**config.mk**
```make
export PLATFORM = sky130hd
export DESIGN_NAME = mux21_rr_arb
export DESIGN_NICKNAME = d
export VERILOG_FILES = /design/src/rtl/mux21_pkg.sv /design/src/rtl/mux21_dp.sv /design/src/rtl/mux21_rr_arb.sv
export SDC_FILE = /design/constraint.sdc
export NUM_CORES = 1
export LEC_CHECK = 0
export ABC_AREA = 0
export CORE_AREA = 2 2 44 46
export DETAILED_ROUTE_END_ITERATION = 7
export DIE_AREA = 0 0 46 48
export PLACE_DENSITY = 0.7
export SLEW_MARGIN = 5
export SYNTH_ARGS = -nofsm -noshare
export SYNTH_HDL_FRONTEND = slang
export SYNTH_SLANG_ARGS = --single-unit
```
**constraint.sdc**
```tcl
create_clock -name clk -period 1.7 [get_ports clk]
set_input_delay 0.34 -clock clk [delete_from_list [all_inputs] [get_ports clk]]
set_output_delay 0.34 -clock clk [all_outputs]
set_load 0.03 [all_outputs]
```
**src/rtl/mux21_pkg.sv**
```systemverilog
// Shared types and constants for the 2:1 round-robin mux arbiter and its datapath.
package mux21_pkg;

  localparam int DEFAULT_WIDTH     = 8;
  localparam int DEFAULT_MAX_BEATS = 8;

  localparam logic SEL_A = 1'b0;
  localparam logic SEL_B = 1'b1;

  typedef enum logic [1:0] {
    IDLE = 2'd0,
    GNT0 = 2'd1,
    GNT1 = 2'd2
  } arb_state_t;

endpackage

```
**src/rtl/mux21_dp.sv**
```systemverilog
// WIDTH+1-bit 2:1 mux carrying data and last; sel picks in0 (SEL_A) or in1 (SEL_B).
module mux21_dp
  import mux21_pkg::*;
#(
  parameter int WIDTH = DEFAULT_WIDTH
) (
  input  logic             sel,
  input  logic [WIDTH-1:0] in0_data,
  input  logic             in0_last,
  input  logic [WIDTH-1:0] in1_data,
  input  logic             in1_last,
  output logic [WIDTH-1:0] out_data,
  output logic             out_last
);

  logic [WIDTH:0] w_a;
  logic [WIDTH:0] w_b;
  logic [WIDTH:0] w_y;

  assign w_a = {in0_last, in0_data};
  assign w_b = {in1_last, in1_data};

  always_comb begin
    w_y = w_a;
    if (sel == SEL_B) begin
      w_y = w_b;
    end else begin
      w_y = w_a;
    end
  end

  assign out_data = w_y[WIDTH-1:0];
  assign out_last = w_y[WIDTH];

endmodule

```
**src/rtl/mux21_rr_arb.sv**
```systemverilog
// Round-robin burst arbiter sharing one valid/ready channel between in0 and in1.
// Optional forced handover after MAX_BEATS beats when MUX21_ARB_TIMEOUT_EN is defined.
module mux21_rr_arb
  import mux21_pkg::*;
#(
  parameter int WIDTH     = DEFAULT_WIDTH,
  parameter int MAX_BEATS = DEFAULT_MAX_BEATS
) (
  input  logic             clk,
  input  logic             rst,
  input  logic             in0_valid,
  input  logic [WIDTH-1:0] in0_data,
  input  logic             in0_last,
  output logic             in0_ready,
  input  logic             in1_valid,
  input  logic [WIDTH-1:0] in1_data,
  input  logic             in1_last,
  output logic             in1_ready,
  output logic             out_valid,
  output logic [WIDTH-1:0] out_data,
  output logic             out_last,
  input  logic             out_ready,
  output logic             sel,
  output logic             busy
`ifdef MUX21_ARB_TIMEOUT_EN
 ,output logic             preempt
`endif
);

  arb_state_t r_state;
  arb_state_t w_state_nxt;
  logic       r_prio;
  logic       w_prio_nxt;
  logic       r_sel;
  logic       w_sel_nxt;
  logic       w_fire;
  logic       w_cap;
  logic       w_preempt_evt;

  assign w_fire = out_valid & out_ready;

  // Burst-limit tracking: cap fires on the beat that brings the count to MAX_BEATS.
`ifdef MUX21_ARB_TIMEOUT_EN
  localparam int CNT_W = $clog2(MAX_BEATS + 1);

  logic [CNT_W-1:0] r_cnt;
  logic             w_grant_new;
  logic             r_preempt;

  assign w_grant_new = (w_state_nxt != IDLE) && (w_state_nxt != r_state);
  assign w_cap       = w_fire && (r_cnt == CNT_W'(MAX_BEATS - 1));

  // Beat counter: cleared on every new grant, saturates at MAX_BEATS.
  always_ff @(posedge clk or posedge rst) begin
    if (rst) begin
      r_cnt <= {CNT_W{1'b0}};
    end else if (w_grant_new) begin
      r_cnt <= {CNT_W{1'b0}};
    end else if (w_fire && (r_cnt != CNT_W'(MAX_BEATS))) begin
      r_cnt <= r_cnt + CNT_W'(1);
    end else begin
      r_cnt <= r_cnt;
    end
  end

  // One-cycle handover pulse.
  always_ff @(posedge clk or posedge rst) begin
    if (rst) begin
      r_preempt <= 1'b0;
    end else begin
      r_preempt <= w_preempt_evt;
    end
  end

  assign preempt = r_preempt;
`else
  logic w_unused_cfg;

  assign w_unused_cfg = (MAX_BEATS >= 1);
  assign w_cap        = 1'b0;
`endif

  // Next state, round-robin pointer and handover event.
  always_comb begin
    w_state_nxt   = r_state;
    w_prio_nxt    = r_prio;
    w_preempt_evt = 1'b0;
    case (r_state)
      IDLE: begin
        if (in0_valid && (!in1_valid || (r_prio == SEL_A))) begin
          w_state_nxt = GNT0;
        end else if (in1_valid) begin
          w_state_nxt = GNT1;
        end else begin
          w_state_nxt = IDLE;
        end
      end
      GNT0: begin
        if (w_fire && in0_last) begin
          w_prio_nxt  = SEL_B;
          w_state_nxt = in1_valid ? GNT1 : IDLE;
        end else if (w_cap && in1_valid) begin
          w_prio_nxt    = SEL_B;
          w_state_nxt   = GNT1;
          w_preempt_evt = 1'b1;
        end else begin
          w_state_nxt = GNT0;
        end
      end
      GNT1: begin
        if (w_fire && in1_last) begin
          w_prio_nxt  = SEL_A;
          w_state_nxt = in0_valid ? GNT0 : IDLE;
        end else if (w_cap && in0_valid) begin
          w_prio_nxt    = SEL_A;
          w_state_nxt   = GNT0;
          w_preempt_evt = 1'b1;
        end else begin
          w_state_nxt = GNT1;
        end
      end
      default: begin
        w_state_nxt = IDLE;
      end
    endcase
  end

  // Select tracks the grant being entered; IDLE keeps the last value.
  always_comb begin
    w_sel_nxt = r_sel;
    case (w_state_nxt)
      GNT0:    w_sel_nxt = SEL_A;
      GNT1:    w_sel_nxt = SEL_B;
      default: w_sel_nxt = r_sel;
    endcase
  end

  // State, priority and select registers.
  always_ff @(posedge clk or posedge rst) begin
    if (rst) begin
      r_state <= IDLE;
      r_prio  <= SEL_A;
      r_sel   <= SEL_A;
    end else begin
      r_state <= w_state_nxt;
      r_prio  <= w_prio_nxt;
      r_sel   <= w_sel_nxt;
    end
  end

  // Handshake steering: only the granted side sees out_ready.
  always_comb begin
    out_valid = 1'b0;
    in0_ready = 1'b0;
    in1_ready = 1'b0;
    case (r_state)
      GNT0: begin
        out_valid = in0_valid;
        in0_ready = out_ready;
      end
      GNT1: begin
        out_valid = in1_valid;
        in1_ready = out_ready;
      end
      default: begin
        out_valid = 1'b0;
      end
    endcase
  end

  assign sel  = r_sel;
  assign busy = (r_state != IDLE);

  mux21_dp #(
    .WIDTH(WIDTH)
  ) u_dp (
    .sel      (r_sel),
    .in0_data (in0_data),
    .in0_last (in0_last),
    .in1_data (in1_data),
    .in1_last (in1_last),
    .out_data (out_data),
    .out_last (out_last)
  );

endmodule

```
# == After elaboration in Yosys (flattened, before gate mapping) ==
# Cells that the tools add are included.
# op_classes
addsub,0
mul,0
div,0
n_lt_le_gt_ge,0
eq_ne,6
shift,0
mux,14
n_bitwise,2
n_reduce_logical,10
# ops
cell,count
$mux 9,1
$mux 2,4
$pmux 1 s2,3
$pmux 2 s3,1
$reduce_bool 2->1,3
$mux 1,5
$eq 2x1->1 const B,2
$eq 2x2->1 const B,2
$ne 2x2->1 const B,2
$logic_and 1x1->1,3
$reduce_and 3->1,1
$logic_not 2->1,1
$and 1x1->1,1
$logic_not 1->1,1
$logic_or 1x1->1,1
$not 1->1,1
# totals
ff_bits,4
latch_bits,0
ramBits,0
rom_bits,0
input_bits,23
out_inout_bits,14
mem_count,0

# == Depth between registers and ports, before layout ==
# Gate-level depths: netlist (run 1).
# depth
ltp_word,8
ltp_mapped,7
depth_no_buf,7

# == Modules after synthesis ==
# A second synthesis (run 1) with hierarchy kept.
# hier_totals
hier_cells,48
hier_area_um2,490.5
# by_module_without_submodules
mod,instances,cells_each,area_per_inst_um2,seq_area_each_um2
mux21_rr_arb,1,38,344.1,100.1
mux21_dp,1,10,146.4,0.0

# == Least setup slack after synthesis (run 1) ==
# Ideal clock, no wire load.
# synth_path
kind,reg2reg
start,register r_state[0]
end,register r_sel (netlist: sel)
arrival_time_ns,1.697
path_slack_ns,-0.122
path_stages_with_launch,8
cell_sequence,dfrtp_1 > inv_1 > ha_1 > a21oi_1 > o22ai_1 > o2bb2ai_1 > ha_1 > mux2_2
# synth_between
elab_chain_cells,8
# synth_lines
element,line,source
start: declaration,mux21_rr_arb.sv:30,arb_state_t r_state;
start signal: assignment,mux21_rr_arb.sv:145,r_state <= w_state_nxt;
$eq 2x2->1 or $eq 2x1->1 (tied branches),"mux21_rr_arb.sv:88, mux21_rr_arb.sv:156",
$pmux 1 s2,mux21_rr_arb.sv:156,case (r_state)
$and 1x1->1,mux21_rr_arb.sv:40,assign w_fire = out_valid & out_ready;
"$logic_and 1x1->1, on equally long branches","mux21_rr_arb.sv:111, mux21_rr_arb.sv:99",
"$mux 2, on equally long branches","mux21_rr_arb.sv:111, mux21_rr_arb.sv:99",
$pmux 2 s3 (*),mux21_rr_arb.sv:88,case (r_state)
named net w_state_nxt[1],mux21_rr_arb.sv:31,arb_state_t w_state_nxt;
$eq 2x2->1 or $eq 2x1->1 (tied branches),mux21_rr_arb.sv:131,case (w_state_nxt)
$pmux 1 s2 or $reduce_bool 2->1 (tied branches),n/a,
end signal: assignment,mux21_rr_arb.sv:147,r_sel <= w_sel_nxt;
end: declaration,mux21_rr_arb.sv:34,logic r_sel;
# Mark *: on every way through the listed nets, which the timed path passes. The rest lies on a longest branch.
# A chain may end at the register's enable or synchronous reset.

# == Worst setup path after layout (run 1) ==
# layout_path
start,register r_state[0]
end,register r_sel (netlist: sel)
# layout_between
elab_chain_cells,8
# layout_lines
element,line
$eq 2x2->1 or $eq 2x1->1 (tied branches),"mux21_rr_arb.sv:88, mux21_rr_arb.sv:156"
$pmux 1 s2,mux21_rr_arb.sv:156
$and 1x1->1,mux21_rr_arb.sv:40
"$logic_and 1x1->1, on equally long branches","mux21_rr_arb.sv:111, mux21_rr_arb.sv:99"
"$mux 2, on equally long branches","mux21_rr_arb.sv:111, mux21_rr_arb.sv:99"
$pmux 2 s3 (*),mux21_rr_arb.sv:88
$eq 2x2->1 or $eq 2x1->1 (tied branches),mux21_rr_arb.sv:131
$pmux 1 s2 or $reduce_bool 2->1 (tied branches),n/a
# Mark *: on every way between the ends. The rest lies on a longest branch, timed or not.

==> impl_results.md, run 1 <==
* Mapped Cells at 48
* RSZ-0062 raised after global routing: yes
* Setup violators final at 2
* Setup ws final at -0.175 ns
* Total GRT Usage at 0.134
* Synth top area cells: mux2_2 (25%), dfrtp_1 (22%), ha_1 (14%)
* WP depth at 7
* Static Leak at 0.000415 µW
* Dpl hpwl at 1090 µm
* Crit path cell chain: inv_4 > ha_4 > nand4_1 > o2bb2ai_2 > a2bb2oi_2 > ha_1 > mux2_2
* Critical Path RT at 1.82 ns
* Largest net degree at the start of global routing at 11
* Max-slew violations at 0
* Buffer and inverter count on the worst path at 1
* Leading cell type in the layout, fill and taps excluded: clkdlybuf4s50_1
* Total grt overflow at 0
* Critical Path Source: r_state[0]
* Max IR drop VDD at 0.000626 V
* # H-tree levels at 1
* Final period util at 1.10
* Sequential Area at 103 µm²
* Max cap viols at 0
* Share of cells above drive strength 1 at 0.546
* Crit. End Element: flip-flop
* Clk slew on worst S/H paths at 0.04 ns
* Syn Nets at 76
* CP delay by family, top: adder cells
* Clock tree buffer depth at 2
* Rel. slew slack at 0.801
* Pre-CTS setup slack at -0.347 ns
* Post-route ant nets at 0
* Die area at 2210 µm²
* CTS tree: yes
* Critical Path AT at 1.99 ns
* Initial DRC Count at 5
* Register area share after synthesis at 0.222
* Pre-antenna DRT Iters at 4
* Peak Freq at 0.533 GHz
* Core area at 1690 µm²
* Fin crit period at 1.88 ns
* Area grow syn2layout at 123%
* Total negative slack at -0.299 ns
* Total power at 1480 µW
* #FFs+latches synth at 4
* Commonest cells after routing, fill and taps aside: clkdlybuf4s50_1 (23), buf_4 (19), mux2_2 (10)
* Yosys synthesis warning count at 0
* Initial antenna violation count at 0
* Avg Inst Size Synth at 9.38 µm²
* Fillers at 153
* Post-CTS Hold Buffers at 0
* Drt wl/cell at 12.6 µm
* Area after DPL at 892 µm²
* Ant diodes at 0
* Worst R2R End: sel
* Worst setup path class: flip-flop to flip-flop
* Die height at 48 µm
* Pwr dens at 1480 nW/µm²
* Area taken by multi-input logic gates at 404 µm²
* Synth area leader: mux2_2
* Worst hold path class: input pin to async pin
* Die Wd at 46 µm
* Reg2reg setup slack at -0.18 ns
* Failing checks: setup timing
* Top-area cell type share of the netlist area at 0.250
* Skew final at 0.00419 ns
* Number of global-route vias before repair at 561
* Slowest stage delay, CP at 0.41 ns
* Critical Path Start Type: flip-flop
* # DRC at 0
* Cell area after layout at 1000 µm²
* Least-Margin Pin Slew at 0.298 ns
* Largest fanout on the critical path at 5
* # clock sinks at 4
* Worst-path cell with the longest stage delay: dfrtp_2
* First-pass GRT wire length at 2080 µm
* IO buf count at 36
* Status: finished, violations left
* Row Count at 15
* Number of buffers created by CTS at 3
* Unique masters post-synth at 19
* Critical register-to-register path startpoint: r_state[0]
* Crit path capture: sel
* CTS root buf: clkbuf_4
* R2R depth at 7
* Final Hold Fails at 0
* Final wirelength at 1440 µm
* Worst-skew pair later-pin latency at 0.24 ns
* IO Count at 37
* Area of the mapped netlist at 450 µm²
* Final Wtd Congestion at 0.737
* Via density at 5.10
* Final #Nets at 127
* Initial Util at 0.267
* Vias at 581
-- layout make-up --
class	count	area share
multi-input cells	39	0.403
well taps	17	0.0212
repair buffers	47	0.428
inverters	4	0.0237
flip-flops and latches	4	0.102
clock buffers	3	0.0224
-- stage by stage --
stage,hold slack [ns],std cells,util
final,0.280,114,0.594
after global routing,0.318,114,0.594
after CTS,0.287,110,0.547
after detailed placement,0.543,107,0.528
after global placement,0.536,107,0.528
after floorplan,0.106,48,-
-- power breakdown --
group          leakage (µW)  switching (µW)  internal, µW  total (µW)
combinational      0.000353             538           630        1170
clock             0.0000138            41.0          79.1         120
sequential        0.0000483            55.2           142         197
-- worst min path at each step --
stage	from	end	slack (ns)	cells after the start
floorplan	rst	r_prio	0.11	1
global placement	rst	r_state[1]	0.54	2
detailed placement	rst	sel	0.54	2
CTS	rst	r_state[0]	0.29	2
global route	rst	r_state[1]	0.32	2
finish	rst	r_state[1]	0.28	2
-- repair_timing --
action	in CTS	in global routing
pin swaps	0	5
endpoints found under the setup margin	4	4
buffers inserted	0	4
gates resized for setup	2	13
-- state kept, by name, indices dropped and copies added, names as in the netlist --
| signal | count |
|---|---|
| r_state | 2 |
| r_prio | 1 |
| sel | 1 |
-- synth_stat cells --
master     number
a21oi_1         2
a22oi_1         1
a2bb2oi_1       1
and2_1          1
and2_2          1
buf_2           1
dfrtp_1         4
ha_1            5
inv_1           4
mux2_2         10
nand2_1         1
nand3_1         2
nand4_1         2
nor2b_1         5
o21ai_0         1
o21ai_1         1
o22ai_1         1
o2bb2ai_1       3
o31ai_1         2
-- metal layers --
layer / vias up / routed length [µm] / part of all wire / track usage
li1: 279 / - / - / -
met1: 259 / 560 / 0.39 / 0.147
met2: 41 / 728 / 0.51 / 0.233
met3: 2 / 133 / 0.092 / 0.0415
met4: 0 / 17 / 0.012 / 0.0686
met5: - / 0 / 0 / 0
-- cells by family after synthesis --
kind of cell             count (synthesis)  share of synthesized area
AO/OA/AOI/OAI                           12                      0.186
buffers and inverters                    5                     0.0444
adder cells (fa/ha/maj)                  5                      0.139
multiplexers                            10                      0.250
flip-flops                               4                      0.222
AND/OR/NAND/NOR                         12                      0.158
No activity file was read; power rests on OpenSTA's default activity.
==> inputs of run 2 (changes only) <==
--- a/config.mk
+++ b/config.mk
@@ -6,10 +6,10 @@
 export NUM_CORES = 1
 export LEC_CHECK = 0
 export ABC_AREA = 0
-export CORE_AREA = 2 2 44 46
+export CORE_AREA = 2 2 42 44
 export DETAILED_ROUTE_END_ITERATION = 7
-export DIE_AREA = 0 0 46 48
-export PLACE_DENSITY = 0.7
+export DIE_AREA = 0 0 44 46
+export PLACE_DENSITY = 0.73
 export SLEW_MARGIN = 5
 export SYNTH_ARGS = -nofsm -noshare
 export SYNTH_HDL_FRONTEND = slang
==> constraint.sdc (replaced) <==
create_clock -name clk -period 1.9 [get_ports clk]
set_input_delay 0.38 -clock clk [delete_from_list [all_inputs] [get_ports clk]]
set_output_delay 0.38 -clock clk [all_outputs]
set_load 0.03 [all_outputs]
==> impl_results.md, run 2 (synthesis gave the netlist of run 1 again) <==
* Crit. End Element: flip-flop
* Pre-antenna DRT Iters at 2 (-2)
* Total negative slack at 0 ns (+0.299 ns)
* Internal Pwr Total at 718 µW (-16%)
* Max FFs per register at 2 (unchanged)
* Clk slew on worst S/H paths at 0.04 ns (about the same)
* Vias at 578 (-0.52%)
* Final Wtd Congestion at 0.881 (+19%)
* Crit path cell chain: inv_1 > ha_4 > nand4_1 > o22ai_2 > o2bb2ai_2 > ha_1 > mux2_2
* Commonest cells after routing, fill and taps aside: buf_4 (27), clkdlybuf4s50_1 (21), mux2_2 (10)
* Flop pwr share at 0.122 (-0.011)
* Static Leak at 0.000455 µW (+9.6%)
* Pre-CTS setup slack at -0.279 ns (+0.0681 ns)
* Largest fanout on the critical path at 5 (unchanged)
* Sw power at 542 µW (-14%)
* Row Count at 15 (unchanged)
* Initial DRC Count at 2 (-3)
* Initial antenna violation count at 0 (unchanged)
* Least-Margin Pin Slew at 0.316 ns (+0.0184 ns)
* Final #Nets at 131 (+3.1%)
* Combinational share of power at 0.794 (+0.008)
* Die area at 2020 µm² (-8.3%)
* Leading cell type in the layout, fill and taps excluded: buf_4
* Die height at 46 µm (-4.2%)
* Post-CTS Hold Buffers at 0 (unchanged)
* Peak Freq at 0.541 GHz (+1.4%)
* Area grow syn2layout at 126%
* Drt wl/cell at 12.1 µm (-4.5%)
* Largest net degree at the start of global routing at 9 (-2)
* Clock power frac at 0.084 (+0.003)
* Share of cells above drive strength 1 at 0.515 (-0.0315)
* R2R depth at 7 (unchanged)
* Fillers at 144 (-5.9%)
* Critical Path RT at 2.02 ns (+0.20 ns)
* Setup violators final at 0 (-2)
* Skew final at 0.00379 ns (-0.000405 ns)
* Final period util at 0.974 (-0.130)
* Number of buffers created by CTS at 3 (unchanged)
* IO buf count at 36 (unchanged)
* Max-slew violations at 0 (unchanged)
* Final wirelength at 1420 µm (-1.1%)
* Worst-skew pair later-pin latency at 0.24 ns (about the same)
* Total GRT Usage at 0.171 (+0.0372)
* # DRC at 0 (unchanged)
* Switching share of power at 0.430 (+0.00293)
* Die Wd at 44 µm (-4.3%)
* Max IR drop VDD at 0.000618 V (-1.3%)
* Post-route ant nets at 0 (unchanged)
* Critical Path AT at 1.97 ns (-0.02 ns)
* Dpl hpwl at 1130 µm (+3.3%)
* Pwr dens at 1240 nW/µm² (-16%)
* Via density at 4.90 (-3.9%)
* Rel. slew slack at 0.788 (-0.0123)
* Worst hold path class: input pin to async pin
* # clock sinks at 4 (unchanged)
* Total grt overflow at 0 (unchanged)
* Max cap viols at 0 (unchanged)
* Critical Path Start Type: flip-flop
* Number of global-route vias before repair at 625 (+11%)
* Final Hold Fails at 0 (unchanged)
* Most flops, register: r_state
* Ant diodes at 0 (unchanged)
* Fin crit period at 1.85 ns (-0.0254 ns)
* First-pass GRT wire length at 2530 µm (+21%)
* Status: finished, final reports clean
* RSZ-0062 raised after global routing: yes
* Slowest stage delay, CP at 0.34 ns (-0.07 ns)
* Total power at 1260 µW (-15%)
* Worst setup path class: flip-flop to flip-flop
* IO Count at 37 (unchanged)
* CTS root buf: clkbuf_4
* Setup ws final at 0.0500 ns (+0.225 ns)
* Worst-path cell with the longest stage delay: dfrtp_1
* Core area at 1610 µm² (-4.4%)
* # H-tree levels at 1 (unchanged)
* CTS tree: yes
* Clock tree buffer depth at 2 (unchanged)
* Initial Util at 0.279 (+0.0124)
==> run 2: changes by cell type in the layout (fill, tap and decap cells not counted), moves of 2 or more <==
cell             change
inv_1                +2
dfrtp_2              -2
dfrtp_1              +2
dlymetal6s2s_1       +2
buf_4                +8
buf_6                -5
clkdlybuf4s50_1      -2
inv_4                -2
==> run 2: path summary, 6_finish.rpt <==
check | start | end | slack (ns)
setup / recovery | r_state[0] | sel | 0.05
hold / removal | rst | sel | 0.33
setup reg to reg | r_state[0] | sel | 0.05
hold reg to reg | r_prio | r_prio | 0.59
max in group asynchronous | rst | r_state[0] | 1.42
min in group clk | r_prio | r_prio | 0.59
==> run 2: through the flow <==
step	instance area (µm²)	utilization	hold slack (ns)	std cells
3_5_place_dp	872	0.540	0.571	110
4_1_cts	966	0.598	0.317	115
5_1_grt	1020	0.630	0.332	118
2_1_floorplan	450	-	0.146	48
6_report	1020	0.630	0.325	118
3_3_place_gp	872	0.540	0.560	110
==> run 2: final cells by class <==
| class | instances | area [µm²] | area share |
|---|---|---|---|
| clock buffer | 3 | 22.5 | 0.0221 |
| sequential | 4 | 100 | 0.0984 |
| timing repair buffer | 51 | 447 | 0.439 |
| inverter | 4 | 15.0 | 0.0148 |
| tap | 17 | 21.3 | 0.0209 |
| multi-input combinational | 39 | 412 | 0.405 |
==> run 2: timing repair <==
action,in CTS,in global routing
resized for setup,11,7
setup buffers,2,3
pin swaps,1,6
cloned,0,0
endpoints found under the setup margin,2,1
==> run 2: power by group through the flow <==
stage / registers, µW / logic [µW] / clock network, µW
floorplan: 157 / 476 / 0
global placement: 154 / 789 / 0
detailed placement: 156 / 794 / 0
CTS: 151 / 925 / 116
global route: 159 / 1080 / 120
finish: 153 / 1000 / 106
==> run 2: routing by layer <==
metal,up-vias,share of wire,global-route usage
met5,-,0,0
met4,0,0.0035,0.0909
met3,2,0.074,0.0476
met2,30,0.53,0.321
met1,260,0.39,0.171
li1,286,-,-
==> run 2: worst max-delay path, delay by kind of cell (launching register included) <==
kind / cells / cell delay [ns]
AO/OA/AOI/OAI: 2 / 0.35
adder cells (fa/ha/maj): 2 / 0.57
buffers and inverters: 1 / 0.10
flip-flops: 1 / 0.34
multiplexers: 1 / 0.26
AND/OR/NAND/NOR: 1 / 0.12
